**src/rtl/sigmul_iter_if.sv**
```systemverilog
// Operand/product handshake bundle for the iterative significand multiplier.
// The producer/consumer side uses master; sigmul_iter uses slave.
interface sigmul_iter_if #(
    parameter int NSIG = 10
);
    logic                in_valid;
    logic                in_ready;
    logic [NSIG:0]       a;
    logic [NSIG:0]       b;
    logic                out_valid;
    logic                out_ready;
    logic [2*NSIG+1:0]   p;
    logic                busy;

    modport master (
        output in_valid, a, b, out_ready,
        input  in_ready, out_valid, p, busy
    );

    modport slave (
        input  in_valid, a, b, out_ready,
        output in_ready, out_valid, p, busy
    );
endinterface

```
**src/rtl/sigmul_iter.sv**
```systemverilog
// Sequential shift-add significand multiplier: retires BPC multiplier bits per cycle
// and presents the exact (NSIG+1)x(NSIG+1) product behind a valid/ready handshake.
module sigmul_iter #(
    parameter int NSIG = 10,
    parameter int BPC  = 1
) (
    input  logic          clk,
    input  logic          rst,
    sigmul_iter_if.slave  bus
);
    localparam int N    = NSIG + 1;
    localparam int NCYC = (N + BPC - 1) / BPC;
    localparam int NPAD = NCYC * BPC;
    localparam int CW   = $clog2(NCYC + 1);
    localparam int PW   = 2 * N;

    generate
        if (BPC < 1 || BPC > N) begin : g_bad_bpc
            $error("sigmul_iter: BPC must lie in 1..NSIG+1");
        end
    endgenerate

    typedef enum logic [1:0] {IDLE, BUSY, DONE} state_t;

    state_t              state;
    state_t              state_next;
    logic                in_ready;
    logic                out_valid;
    logic                busy;
    logic                accept;
    logic                last;

    logic [N-1:0]        a_q;
    logic [NPAD-1:0]     b_q;
    logic [N-1:0]        hi;
    logic [NPAD-1:0]     lo;
    logic [CW-1:0]       cnt;
    logic [N+BPC-1:0]    sum;

    always_ff @(posedge clk) begin
        if (rst) begin
            state <= IDLE;
        end else begin
            state <= state_next;
        end
    end

    always_comb begin
        state_next = state;
        in_ready   = 1'b0;
        out_valid  = 1'b0;
        busy       = 1'b0;
        last       = (cnt == CW'(NCYC - 1));
        case (state)
            IDLE: begin
                in_ready = 1'b1;
                if (bus.in_valid) begin
                    state_next = BUSY;
                end
            end
            BUSY: begin
                busy = 1'b1;
                if (last) begin
                    state_next = DONE;
                end
            end
            DONE: begin
                out_valid = 1'b1;
                in_ready  = bus.out_ready;
                if (bus.out_ready) begin
                    state_next = bus.in_valid ? BUSY : IDLE;
                end
            end
            default: state_next = IDLE;
        endcase
    end

    assign accept = bus.in_valid & in_ready;

    // One partial product per cycle; hi + a*chunk always fits in N+BPC bits.
    assign sum = {{BPC{1'b0}}, hi}
               + ({{BPC{1'b0}}, a_q} * {{N{1'b0}}, b_q[BPC-1:0]});

    always_ff @(posedge clk) begin
        if (rst) begin
            hi  <= '0;
            lo  <= '0;
            cnt <= '0;
        end else if (accept) begin
            a_q <= bus.a;
            b_q <= NPAD'(bus.b);
            hi  <= '0;
            lo  <= '0;
            cnt <= '0;
        end else if (busy) begin
            hi  <= sum[N+BPC-1:BPC];
            lo  <= (lo >> BPC) | (NPAD'(sum[BPC-1:0]) << (NPAD - BPC));
            b_q <= b_q >> BPC;
            cnt <= cnt + CW'(1);
        end
    end

    // After NCYC shifts {hi, lo} is the full product; padding bits above PW are zero.
    assign bus.p         = PW'({hi, lo});
    assign bus.in_ready  = in_ready;
    assign bus.out_valid = out_valid;
    assign bus.busy      = busy;
endmodule

```
**src/flat_wrapper.sv**
```systemverilog
// flat-port wrapper written by rule: the top's interface ports become plain ports
module sigmul_iter_flat 
#(
    parameter int NSIG = 10,
    parameter int BPC  = 1
)
  (clk, rst, bus_in_valid, bus_a, bus_b, bus_out_ready, bus_in_ready, bus_out_valid, bus_p, bus_busy);
  sigmul_iter_if #(.NSIG(NSIG)) bus_i ();
  input  logic clk;
  input  logic rst;
  input wire logic [$bits(bus_i.in_valid)-1:0] bus_in_valid;
  input wire logic [$bits(bus_i.a)-1:0] bus_a;
  input wire logic [$bits(bus_i.b)-1:0] bus_b;
  input wire logic [$bits(bus_i.out_ready)-1:0] bus_out_ready;
  output wire logic [$bits(bus_i.in_ready)-1:0] bus_in_ready;
  output wire logic [$bits(bus_i.out_valid)-1:0] bus_out_valid;
  output wire logic [$bits(bus_i.p)-1:0] bus_p;
  output wire logic [$bits(bus_i.busy)-1:0] bus_busy;
  assign bus_i.in_valid = bus_in_valid;
  assign bus_i.a = bus_a;
  assign bus_i.b = bus_b;
  assign bus_i.out_ready = bus_out_ready;
  assign bus_in_ready = bus_i.in_ready;
  assign bus_out_valid = bus_i.out_valid;
  assign bus_p = bus_i.p;
  assign bus_busy = bus_i.busy;
  sigmul_iter #(.NSIG(NSIG), .BPC(BPC)) u_core (.clk(clk), .rst(rst), .bus(bus_i));
endmodule
```
**config.mk**
```make
export PLATFORM = sky130hd
export DESIGN_NAME = sigmul_iter_flat
export DESIGN_NICKNAME = d
export VERILOG_FILES = /design/src/rtl/sigmul_iter_if.sv /design/src/rtl/sigmul_iter.sv /design/src/flat_wrapper.sv
export SDC_FILE = /design/constraint.sdc
export NUM_CORES = 1
export LEC_CHECK = 0
export BUFFER_PORTS_ARGS = -buffer_cell sky130_fd_sc_hd__buf_4
export CORE_ASPECT_RATIO = 2
export CORE_MARGIN = 10
export CORE_UTILIZATION = 45
export CTS_BUF_LIST = sky130_fd_sc_hd__clkbuf_4 sky130_fd_sc_hd__clkbuf_8
export DETAILED_ROUTE_END_ITERATION = 6
export HOLD_SLACK_MARGIN = 0.02
export PLACE_DENSITY = 0.76
export REMOVE_ABC_BUFFERS = 1
export SLEW_MARGIN = 20
export SYNTH_ARGS = -nofsm -noshare
export SYNTH_HDL_FRONTEND = slang
export SYNTH_SLANG_ARGS = --single-unit
```
**constraint.sdc**
```tcl
create_clock -name clk -period 2.2 [get_ports clk]
set_input_delay 0.44 -clock clk [delete_from_list [all_inputs] [get_ports clk]]
set_output_delay 0.44 -clock clk [all_outputs]
set_load 0.05 [all_outputs]
```
# Word level (Yosys, flattened, before mapping)
# Index checks and enable logic that the tools add are counted.
# word_totals
mem_bits_ro	0
n_memories	0
in_bits	26
latch_bits	0
word_cells	34
out_inout_bits	25
ram_bits	0
ff_bits	50
# op_classes
n_reduce_logical	6
div_mod_pow	0
multipliers	1
n_bitwise	3
mux	10
eq_ne	6
add_sub_neg	2
magnitude_cmp	0
shifts	0
# op_table
op	count
11-bit two-way mux	2
11-bit by 12-bit adder with 12-bit output	1
11-bit by 1-bit multiplier with 12-bit output	1
10-bit by 11-bit bitwise OR with 11-bit output	1
2-bit two-way mux	3
2-bit case mux with 3 select lines	1
4-bit by 1-bit adder with 4-bit output (second input constant)	1
4-bit equality test (second input constant)	1
2-bit inequality test (second input constant)	2
2-bit AND reduction	2
1-bit two-way mux	3
3-bit AND reduction	1
2-bit by 1-bit equality test with 1-bit output (second input constant)	1
2-bit equality test (second input constant)	1
2-bit logical NOT	1
2-bit by 1-bit inequality test with 1-bit output (second input constant)	1
1-bit case mux with 2 select lines	1
2-bit nonzero test	1
2-bit OR reduction	1
1-bit AND	1
1-bit inverter	1

# Logic depth before layout (Yosys ltp)
# Gate-level depths: netlist of the first run.
# logic_depth
ltp_word	5
ltp_mapped	9
ltp_nobuf	8

# Least setup slack after synthesis of the first run
# OpenSTA, ideal clock, no wires.
# synth_timing
kind	register to register
startpoint	reg u_core.b_q[0]
endpoint	reg u_core.hi[7]
arrival_time_ns	2.064
required_time_ns	2.083
slack_ns	0.019
synth_period_minus_slack_ns	2.181
setup_ns	0.117
path_stages_with_launch	10
n_path_buf	1
path_cell_list	edfxtp_1 > clkbuf_1 > and2_1 > ha_1 > fa_1 > a21oi_1 > o211ai_1 > a21boi_0 > mux2i_1 > nand2_1
# synth_between
elab_chain_len	2
# synth_lines
item	line_no	source
from (decl)	sigmul_iter.sv:34	logic [NPAD-1:0] b_q;
from (signal assigned)	sigmul_iter.sv:91	b_q <= NPAD'(bus.b);
from (signal assigned)	sigmul_iter.sv:98	b_q <= b_q >> BPC;
11-bit by 1-bit multiplier with 12-bit output	sigmul_iter.sv:82	+ ({{BPC{1'b0}}, a_q} * {{N{1'b0}}, b_q[BPC-1:0]});
11-bit by 12-bit adder with 12-bit output	sigmul_iter.sv:82	
to (signal assigned)	sigmul_iter.sv:96	hi <= sum[N+BPC-1:BPC];
to (decl)	sigmul_iter.sv:35	logic [N-1:0] hi;
# Every way passes these cells.
# A chain may end at the register's enable or synchronous reset.

# Final worst setup path of the first run
# layout_timing
startpoint	reg u_core.b_q[0]
endpoint	reg u_core.hi[9]
# Same word-level chain as after synthesis.

==> flow_summary.json, run 1 <==
{
  "cts_buffers": 5,
  "post-route-period-util_pct": 96.7,
  "clock_sinks": 50,
  "synth_top_cells_by_area": "edfxtp_1, dfxtp_1, ha_1, a21oi_1, nand2_1",
  "place_hpwl_um": 4150,
  "die_area_sq_um": 8690,
  "overflow": 0,
  "worst_pin_slew_ns": 0.349,
  "multiInputGateArea_sq_um": 1170,
  "grtUsageTotal_pct": 12.6,
  "core_area_sq_um": 5090,
  "ys_types": 40,
  "critPathKind": "register to register",
  "synth-seq-cells": 50,
  "nets": 330,
  "synth_edf_count": 22,
  "endpoint": "u_core.hi[9]$_SDFFE_PP0P_",
  "initial_core_util_pct": 46.2,
  "max_stage_delay_ns": 0.47,
  "r2r_end": "u_core.hi[9]$_SDFFE_PP0P_",
  "fill_cells": 421,
  "cts_root_buf": "clkbuf_8",
  "p_leak_nw": 1.23,
  "clock_path_buffers": 2,
  "ys_seq_area_share_pct": 51.9,
  "drc": 0,
  "vdd_ir_drop_max_v": 0.000583,
  "syn-cell-area_sq_um": 2350,
  "drv_cap": 0,
  "vias": 1855,
  "report.final.slew_viol_count": 0,
  "synth_ff_type": "dfxtp_1",
  "rrSetupSlack_ns": 0.07,
  "grt_max_degree": 23,
  "clock.fmax_ghz": 0.470,
  "start_kind": "register",
  "worst_r2r_path_depth": 8,
  "syn_area_per_cell_sq_um": 10.4,
  "drive_above_1_share_pct": 35.1,
  "ant_nets": 0,
  "path_cells": "and2_4, ha_4, fa_2, a21oi_2, o211ai_1, a31oi_1, xor2_1, o21ai_1",
  "worstPathArrival_ns": 2.33,
  "finalHoldViolations": 0,
  "clk_latency_ns": 0.30,
  "placementRows": 37,
  "synth_cells": 227,
  "grt_pass1_wl_um": 8930,
  "slew_headroom_pct": 76.5,
  "hold_path.class": "input pin to register",
  "cts_htree_levels": 2,
  "clk_pin_slew_ns": 0.09,
  "async_flop_share_pct": 0,
  "drt_first_iter_violations": 105,
  "path_max_fanout": 6,
  "wl_per_cell_um": 15.7,
  "fin_skew_ns": 0.00758,
  "design_area_sq_um": 3080,
  "total_power_w": 0.00202,
  "setup_viol": 0,
  "wl_um": 5490,
  "worstSetupEndpointType": "register",
  "synth_top_area_share_pct": 28.1,
  "gp_congestion": 0.907,
  "die_w_um": 71.1,
  "fin_cells": 349,
  "cts_tree": "yes",
  "port_buffers": 50,
  "synth_top_cell_by_area": "edfxtp_1",
  "antenna_cells": 0,
  "fin_crit_ns": 2.13,
  "dpl_cell_area_sq_um": 2860,
  "syn2layout_area_growth_pct": 31.0,
  "cp_data_required_time_ns": 2.40,
  "crit_start": "u_core.b_q[0]$_DFFE_PP_",
  "status": "completed",
  "reg2reg_from": "u_core.b_q[0]$_DFFE_PP_",
  "grt_pass1_vias": 1939,
  "post_drt_via_cell_ratio": 5.32,
  "die_y_um": 122,
  "powerDensity_nw_per_um2": 656,
  "yosysWarnings": 0,
  "first_pass_iters": 4,
  "post-place-cells": 339,
  "io_pins": 51,
  "regArea_sq_um": 1220,
  "cp_slowest_cell": "edfxtp_1",
  "antenna_found_initial": 0
}
synth_stat cells, types with 2 or more instances:
library cell  count
a211oi_1          2
a21boi_0          2
a21oi_1          26
a31oi_1           2
and2_1           13
and3_1            3
buf_2             4
clkbuf_1          5
dfxtp_1          28
edfxtp_1         22
ha_1             13
inv_1             3
mux2_2            9
nand2_1          34
nand2b_1          2
nand3_1           9
nor2_1            8
nor2b_1           3
nor3_1            2
o211ai_1          3
o21ai_0           7
xnor2_1           5
xor2_1            5
per-layer routing:
layer  part of all wire (%)  GRT usage [%]
met5                      0              0
met4                    2.9           5.11
met3                    6.0           4.44
met2                     55           24.2
met1                     36           11.4
stage by stage:
step	setup TNS (ns)	hold slack, ns	setup WS (ns)	util, %
after floorplan	0	0.480	0.0660	-
after global placement	0	0.446	0.0362	56.1
after detailed placement	-0.000491	0.451	-0.000491	56.1
after CTS	0	0.297	0.0286	58.3
after global routing	-0.267	0.284	-0.106	60.5
final	0	0.304	0.0733	60.5
where the power goes:
part | switching [W] | internal [W] | leakage [nW]
registers | 0.0000250 | 0.00102 | 0.433
clock network | 0.000307 | 0.000334 | 0.0541
logic | 0.000191 | 0.000147 | 0.741
total | 0.000524 | 0.00150 | 1.23
registers in the layout (all words and copies together), names as in the netlist:
register,flops
u_core.a_q,11
u_core.b_q,11
u_core.cnt,4
u_core.hi,11
u_core.lo,11
u_core.state,2
worst max-delay path: cells and delay by family, from the launching register on:
kind                     cells  cell delay (ns)
adder cells (fa/ha/maj)      2             0.52
AO/OA/AOI/OAI                4             0.65
XOR/XNOR                     1             0.18
flip-flops                   1             0.47
AND/OR/NAND/NOR              1             0.21
worst min-delay path by stage:
stage / endpoint / cells after the start / start
floorplan: u_core.cnt[3]$_SDFFE_PP0P_ / 2 / u_core.cnt[3]$_SDFFE_PP0P_
global placement: u_core.lo[0]$_SDFFE_PP0P_ / 2 / u_core.lo[0]$_SDFFE_PP0P_
detailed placement: u_core.lo[0]$_SDFFE_PP0P_ / 2 / u_core.lo[0]$_SDFFE_PP0P_
CTS: u_core.a_q[9]$_DFFE_PP_ / 1 / bus_a[9]
global route: u_core.a_q[9]$_DFFE_PP_ / 1 / bus_a[9]
finish: u_core.a_q[9]$_DFFE_PP_ / 1 / bus_a[9]
logic make-up after synthesis:
family | Yosys count | share of synthesized area (%)
XOR/XNOR | 10 | 3.73
adder cells (fa/ha/maj) | 14 | 7.77
AO/OA/AOI/OAI | 51 | 13.0
flip-flops | 50 | 51.9
AND/OR/NAND/NOR | 78 | 16.0
multiplexers | 11 | 5.22
buffers and inverters | 13 | 2.29
layout by cell type (no fill, tap or decap), types with 2 or more instances in the layout:
| master | instances |
|---|---|
| a211oi_1 | 2 |
| a21oi_1 | 24 |
| a21oi_2 | 3 |
| a31oi_1 | 2 |
| and2_1 | 10 |
| and2_4 | 3 |
| and3_1 | 3 |
| buf_4 | 64 |
| clkbuf_8 | 5 |
| dfxtp_1 | 28 |
| edfxtp_1 | 22 |
| ha_1 | 5 |
| ha_2 | 3 |
| ha_4 | 5 |
| inv_1 | 3 |
| mux2_2 | 9 |
| nand2_1 | 34 |
| nand2b_1 | 2 |
| nand3_1 | 9 |
| nor2_1 | 8 |
| nor2b_1 | 3 |
| nor3_1 | 2 |
| o211ai_1 | 3 |
| o21ai_0 | 7 |
| xnor2_1 | 5 |
| xor2_1 | 5 |
area by class of cell:
type	instances	area share [%]
clock buffers	5	2.23
clock inverters	3	1.30
inverters	4	0.487
multi-input cells	164	38.0
flip-flops and latches	50	39.6
well taps	58	2.36
repair buffers	65	16.0
timing repair:
action / CTS / global route
setup endpoints to repair: 2 / 3
pin swaps: 1 / 10
hold buffers: 0 / 0
gates resized for setup: 2 / 17
buffers inserted: 0 / 2
(Power assumes the default switching activity.)
==> run 2, diff against run 1 <==
Settings changed: ABC_AREA set to 1, PLACE_DENSITY 0.76 to 0.75.
==> run 2 against run 1 <==
Effect of this change: combinational power grew 30%; die area grew 6.1%; clock-buffer cell count is the same; critical path type unchanged; area after synthesis grew 7.9%; global-route usage grew 0.16 points; worst setup slack gained 0.096 ns; sequential cell count is the same; clock power grew 2%; register-to-register slack gained 0.096 ns.
==> flow_summary.json, run 2 <==
{
  "yosysWarnings": 0,
  "drv_cap": 0,
  "postCtsSetupBuffers": 0,
  "final_cell_mix": "nand2_1, buf_4, inv_1",
  "setup_viol": 0,
  "synthSimpleGateAreaFrac_pct": 22.7,
  "slew_headroom_pct": 65.9,
  "syn-cell-area_sq_um": 2540,
  "final_util_pct": 56.4,
  "clock_sinks": 50,
  "rsz0062_at_grt": "no",
  "total_power_w": 0.00215,
  "post-place-cells": 406,
  "synth_ff_type": "dfxtp_1",
  "clock_path_buffers": 2,
  "design_area_sq_um": 3080,
  "netlist_top_cells_count": "nand2_1, inv_1, nor2_1",
  "cts_tree": "yes",
  "place_hpwl_um": 4490,
  "critPathTopFamily": "simple AND/OR/NAND/NOR gates",
  "max_stage_delay_ns": 0.46,
  "finalHoldViolations": 0,
  "clock.fmax_ghz": 0.492,
  "cts_buffers": 5,
  "clk_pin_slew_ns": 0.10,
  "dpl_cell_area_sq_um": 2970,
  "synth_cells": 300,
  "hold_path.class": "input pin to register",
  "cts_root_buf": "clkbuf_8",
  "crit_top_cell": "nand2_1",
  "path_cells": "buf_4, nand2_1, inv_1, ha_1, nand2_1, inv_1, a21oi_1, nand3_1, nand2_1, nand3_1, nand2_1, inv_1",
  "rrSetupSlack_ns": 0.17,
  "cp_data_required_time_ns": 2.42,
  "fin_crit_ns": 2.03,
  "post-route-period-util_pct": 92.3,
  "synth-seq-cells": 50,
  "final_common_cell": "nand2_1",
  "synth_compound_area_share_pct": 7.60,
  "nets": 393,
  "drive_above_1_share_pct": 22.0,
  "first_pass_iters": 4,
  "cts_htree_levels": 2,
  "fill_cells": 491,
  "worst_pin_slew_ns": 0.510,
  "clk_latency_ns": 0.31,
  "powerDensity_nw_per_um2": 699,
  "grtUsageTotal_pct": 12.7,
  "grt_max_degree": 26,
  "vdd_ir_drop_max_v": 0.000627,
  "syn_area_per_cell_sq_um": 8.45,
  "worstSetupEndpointType": "register",
  "path_max_fanout": 7,
  "synth_top_family_by_area": "simple AND/OR/NAND/NOR gates",
  "synth_fa_ha_area_share_pct": 7.20,
  "grt_pass1_vias": 2095,
  "antenna_found_initial": 0,
  "post_drt_via_cell_ratio": 5.13,
  "synthMuxAreaShare_pct": 5.18,
  "port_buffers": 50,
  "critPathKind": "register to register",
  "synthXorXnorAreaFrac_pct": 1.38,
  "synth_edf_count": 22,
  "overflow": 0,
  "async_flop_share_pct": 0,
  "fin_cells": 414,
  "die_w_um": 73.1,
  "ant_nets": 0,
  "drt_first_iter_violations": 83,
  "cp_slowest_cell": "edfxtp_1",
  "vias": 2122,
  "synth_top_area_share_pct": 26.0,
  "ys_seq_area_share_pct": 48.1,
  "grt_pass1_wl_um": 9350,
  "wl_um": 5760,
  "crit_buf_inv": 4,
  "syn2layout_area_growth_pct": 21.5,
  "hold_buffers": 0,
  "gp_congestion": 0.838,
  "cts_resized": 0,
  "io_pins": 51,
  "synth_top_cell_by_area": "edfxtp_1",
  "status": "completed",
  "drc": 0,
  "worstPathArrival_ns": 2.26,
  "ys_types": 29,
  "report.final.slew_viol_count": 0,
  "start_kind": "register",
  "core_area_sq_um": 5470,
  "placementRows": 38,
  "p_leak_nw": 1.50,
  "wl_per_cell_um": 13.9,
  "die_y_um": 126,
  "fin_skew_ns": 0.0122,
  "timing.hold.ws_ns": 0.295,
  "antenna_cells": 0,
  "initial_core_util_pct": 46.4,
  "die_area_sq_um": 9220,
  "synth_top_cells_by_area": "edfxtp_1, dfxtp_1, nand2_1, ha_1, inv_1",
  "yosysMostFrequentCell": "nand2_1"
}
run 2: final timing paths:
path	from	to	depth (start not counted)
max	u_core.b_q[0]$_DFFE_PP_	u_core.hi[8]$_SDFFE_PP0P_	12
min	bus_a[7]	u_core.a_q[7]$_DFFE_PP_	1
max reg2reg	u_core.b_q[0]$_DFFE_PP_	u_core.hi[8]$_SDFFE_PP0P_	12
min reg2reg	u_core.lo[0]$_SDFFE_PP0P_	u_core.lo[0]$_SDFFE_PP0P_	2
run 2: power by group:
part / internal, W / switching (W)
Clock: 0.000339 / 0.000317
Sequential: 0.00103 / 0.0000282
Combinational: 0.000165 / 0.000274
Total: 0.00153 / 0.000620
run 2: through the flow:
stage	setup TNS, ns	setup WS, ns
global route	0	0.00511
CTS	0	0.175
global placement	0	0.211
finish	0	0.169
detailed placement	0	0.188
floorplan	-1.59	-0.144
run 2: cells by family (layout without fill, tap and decap cells):
logic type / after synthesis / count (layout)
adder cells (fa/ha/maj): 14 / 14
multiplexers: 10 / 10
buffers and inverters: 47 / 101
flip-flops: 50 / 50
XOR/XNOR: 4 / 4
AND/OR/NAND/NOR: 141 / 141
AO/OA/AOI/OAI: 34 / 34
run 2: worst reg2reg max path, stage by stage (launching register included):
cell and delay [ns]:
edfxtp_1 0.46, buf_4 0.20, nand2_1 0.07, inv_1 0.04
ha_1 0.33, nand2_1 0.13, inv_1 0.05, a21oi_1 0.26
nand3_1 0.14, nand2_1 0.07, nand3_1 0.09, nand2_1 0.08
inv_1 0.03
run 2: cell type report:
cell class                      count  area [sq um]  area share, %
Tap cell                           60          75.1           2.44
Clock buffer                        5          68.8           2.23
Timing Repair Buffer               55           413           13.4
Multi-Input combinational cell    203          1120           36.3
Clock inverter                      3          43.8           1.42
Sequential cell                    50          1220           39.6
Inverter                           38           143           4.63
run 2: per-layer routing:
layer  GRT usage (%)  routed length, um  up-vias
met5               0                  0        -
met3            3.38                289       16
li1                -                  -     1072
met1            11.2               1920      986
met4            8.43                248        0
met2            23.5               3290       48
==> run 3, diff against run 2 <==
Settings changed: REMOVE_ABC_BUFFERS 1 to not set.
==> run 3 against run 2 <==
Effect of this change: total power fell by 3.9%; worst setup slack improved by 0.040 ns; critical path type unchanged; critical path depth did not move; largest cell class unchanged.
==> flow_summary.json, run 3 (same netlist as run 2, synthesis figures left out) <==
{
  "status": "completed",
  "fin_cells": 414,
  "start_kind": "register",
  "fin_skew_ns": 0.00576,
  "placementRows": 38,
  "routed-wl-met3_um": 218,
  "worstSetupEndpointType": "register",
  "rsz0062_at_grt": "no",
  "die_y_um": 126,
  "antenna_cells": 0,
  "clock.fmax_ghz": 0.502,
  "cts_root_buf": "clkbuf_8",
  "clk_pin_slew_ns": 0.09,
  "grtUsageTotal_pct": 12.5,
  "timing.setup.tns_ns": 0,
  "first_pass_iters": 4,
  "initial_core_util_pct": 46.4,
  "drt_first_iter_violations": 99,
  "final_common_cell": "nand2_1",
  "die_w_um": 73.1,
  "final_cell_mix": "nand2_1, buf_4, inv_1",
  "setup_viol": 0,
  "report.final.slew_viol_count": 0,
  "hold_depth": 1,
  "worst_pin_slew_ns": 0.487,
  "cts_resized": 0,
  "port_buffers": 50,
  "powerDensity_nw_per_um2": 676,
  "place_hpwl_um": 4370,
  "clock_sinks": 50,
  "slew_headroom_pct": 67.4,
  "worst_r2r_path_depth": 12,
  "ant_nets": 0,
  "post-route-period-util_pct": 90.5,
  "worstPathArrival_ns": 2.22,
  "core_area_sq_um": 5470,
  "cts_tree": "yes",
  "p_leak_nw": 1.49,
  "gp_congestion": 0.854,
  "drc": 0,
  "fin_crit_ns": 1.99,
  "critPathKind": "register to register",
  "hold_buffers": 0,
  "cts_buffers": 5,
  "final_util_pct": 56.0,
  "wl_per_cell_um": 13.5,
  "wl_met1_um": 1910,
  "grt_pass1_wl_um": 9140,
  "path_max_fanout": 4,
  "postCtsSetupBuffers": 0,
  "cts_htree_levels": 2,
  "post-place-cells": 406,
  "grt_pass1_vias": 2041,
  "post_drt_via_cell_ratio": 5.05,
  "wl_um": 5610,
  "fill_cells": 498,
  "vdd_ir_drop_max_v": 0.000744,
  "die_area_sq_um": 9220,
  "cp_data_required_time_ns": 2.43,
  "overflow": 0,
  "highest_layer": "met4",
  "drive_above_1_share_pct": 22.0,
  "io_pins": 51,
  "synthesis.nets": 340,
  "vias": 2089,
  "nets": 393,
  "syn2layout_area_growth_pct": 20.8,
  "hold_path.class": "input pin to register",
  "grt_max_degree": 26,
  "clk_latency_ns": 0.32,
  "clock_path_buffers": 2,
  "antenna_found_initial": 0,
  "drv_cap": 0,
  "finalHoldViolations": 0,
  "dr_wl_met2_um": 3270
}
run 3: cell count changes in the layout (fill, tap and decap cells not counted), sizes merged:
cell / before / now
clkbuf: 5 / 6
bufinv: 1 / 0
clkinv: 0 / 1
clkinvlp: 1 / 0
run 3: final timing paths:
kind                            slack (ns)                         to                      start
worst max-delay path                  0.21  u_core.hi[7]$_SDFFE_PP0P_    u_core.b_q[0]$_DFFE_PP_
worst min-delay path                  0.29    u_core.a_q[0]$_DFFE_PP_                   bus_a[0]
worst min register to register        0.48  u_core.lo[0]$_SDFFE_PP0P_  u_core.lo[0]$_SDFFE_PP0P_
worst max register to register        0.21  u_core.hi[7]$_SDFFE_PP0P_    u_core.b_q[0]$_DFFE_PP_
run 3: cell type report:
| cell class | instances | area [sq um] | area share, % |
|---|---|---|---|
| sequential | 50 | 1220 | 39.9 |
| multi-input combinational | 203 | 1120 | 36.5 |
| tap | 60 | 75.1 | 2.45 |
| timing repair buffer | 55 | 413 | 13.5 |
| inverter | 38 | 143 | 4.66 |
| clock inverter | 2 | 17.5 | 0.572 |
| clock buffer | 6 | 76.3 | 2.49 |
run 3: metal layers:
metal / GRT usage [%] / vias to the layer above
li1: - / 1069
met1: 11.4 / 961
met2: 23.2 / 43
met3: 3.54 / 16
met4: 6.74 / 0
met5: 0 / -
run 3: metrics by stage:
stage          setup WS [ns]  total power [W]  hold slack [ns]  area [sq um]
6_report               0.209          0.00207            0.289          3060
4_1_cts                0.187          0.00208            0.283          3060
2_1_floorplan          0.123          0.00139            0.471          2540
5_1_grt               0.0260          0.00217            0.276          3060
3_5_place_dp           0.206          0.00152            0.472          2970
3_3_place_gp           0.252          0.00151            0.453          2970
run 3: worst max-delay path, cell delays in order (launching register included):
cell	delay (ns)
edfxtp_1	0.43
nand2_1	0.09
inv_1	0.04
ha_1	0.22
fa_1	0.45
nand3_1	0.11
nand3_1	0.14
nand2_1	0.14
nand2_1	0.06
nand2_1	0.05
nand3_1	0.07
nand2_1	0.07
inv_1	0.04
run 3: power by group:
group          switching (W)  total (W)  internal, W
sequential         0.0000292    0.00106      0.00103
clock               0.000336   0.000579     0.000244
combinational       0.000267   0.000432     0.000165
total               0.000632    0.00207      0.00144
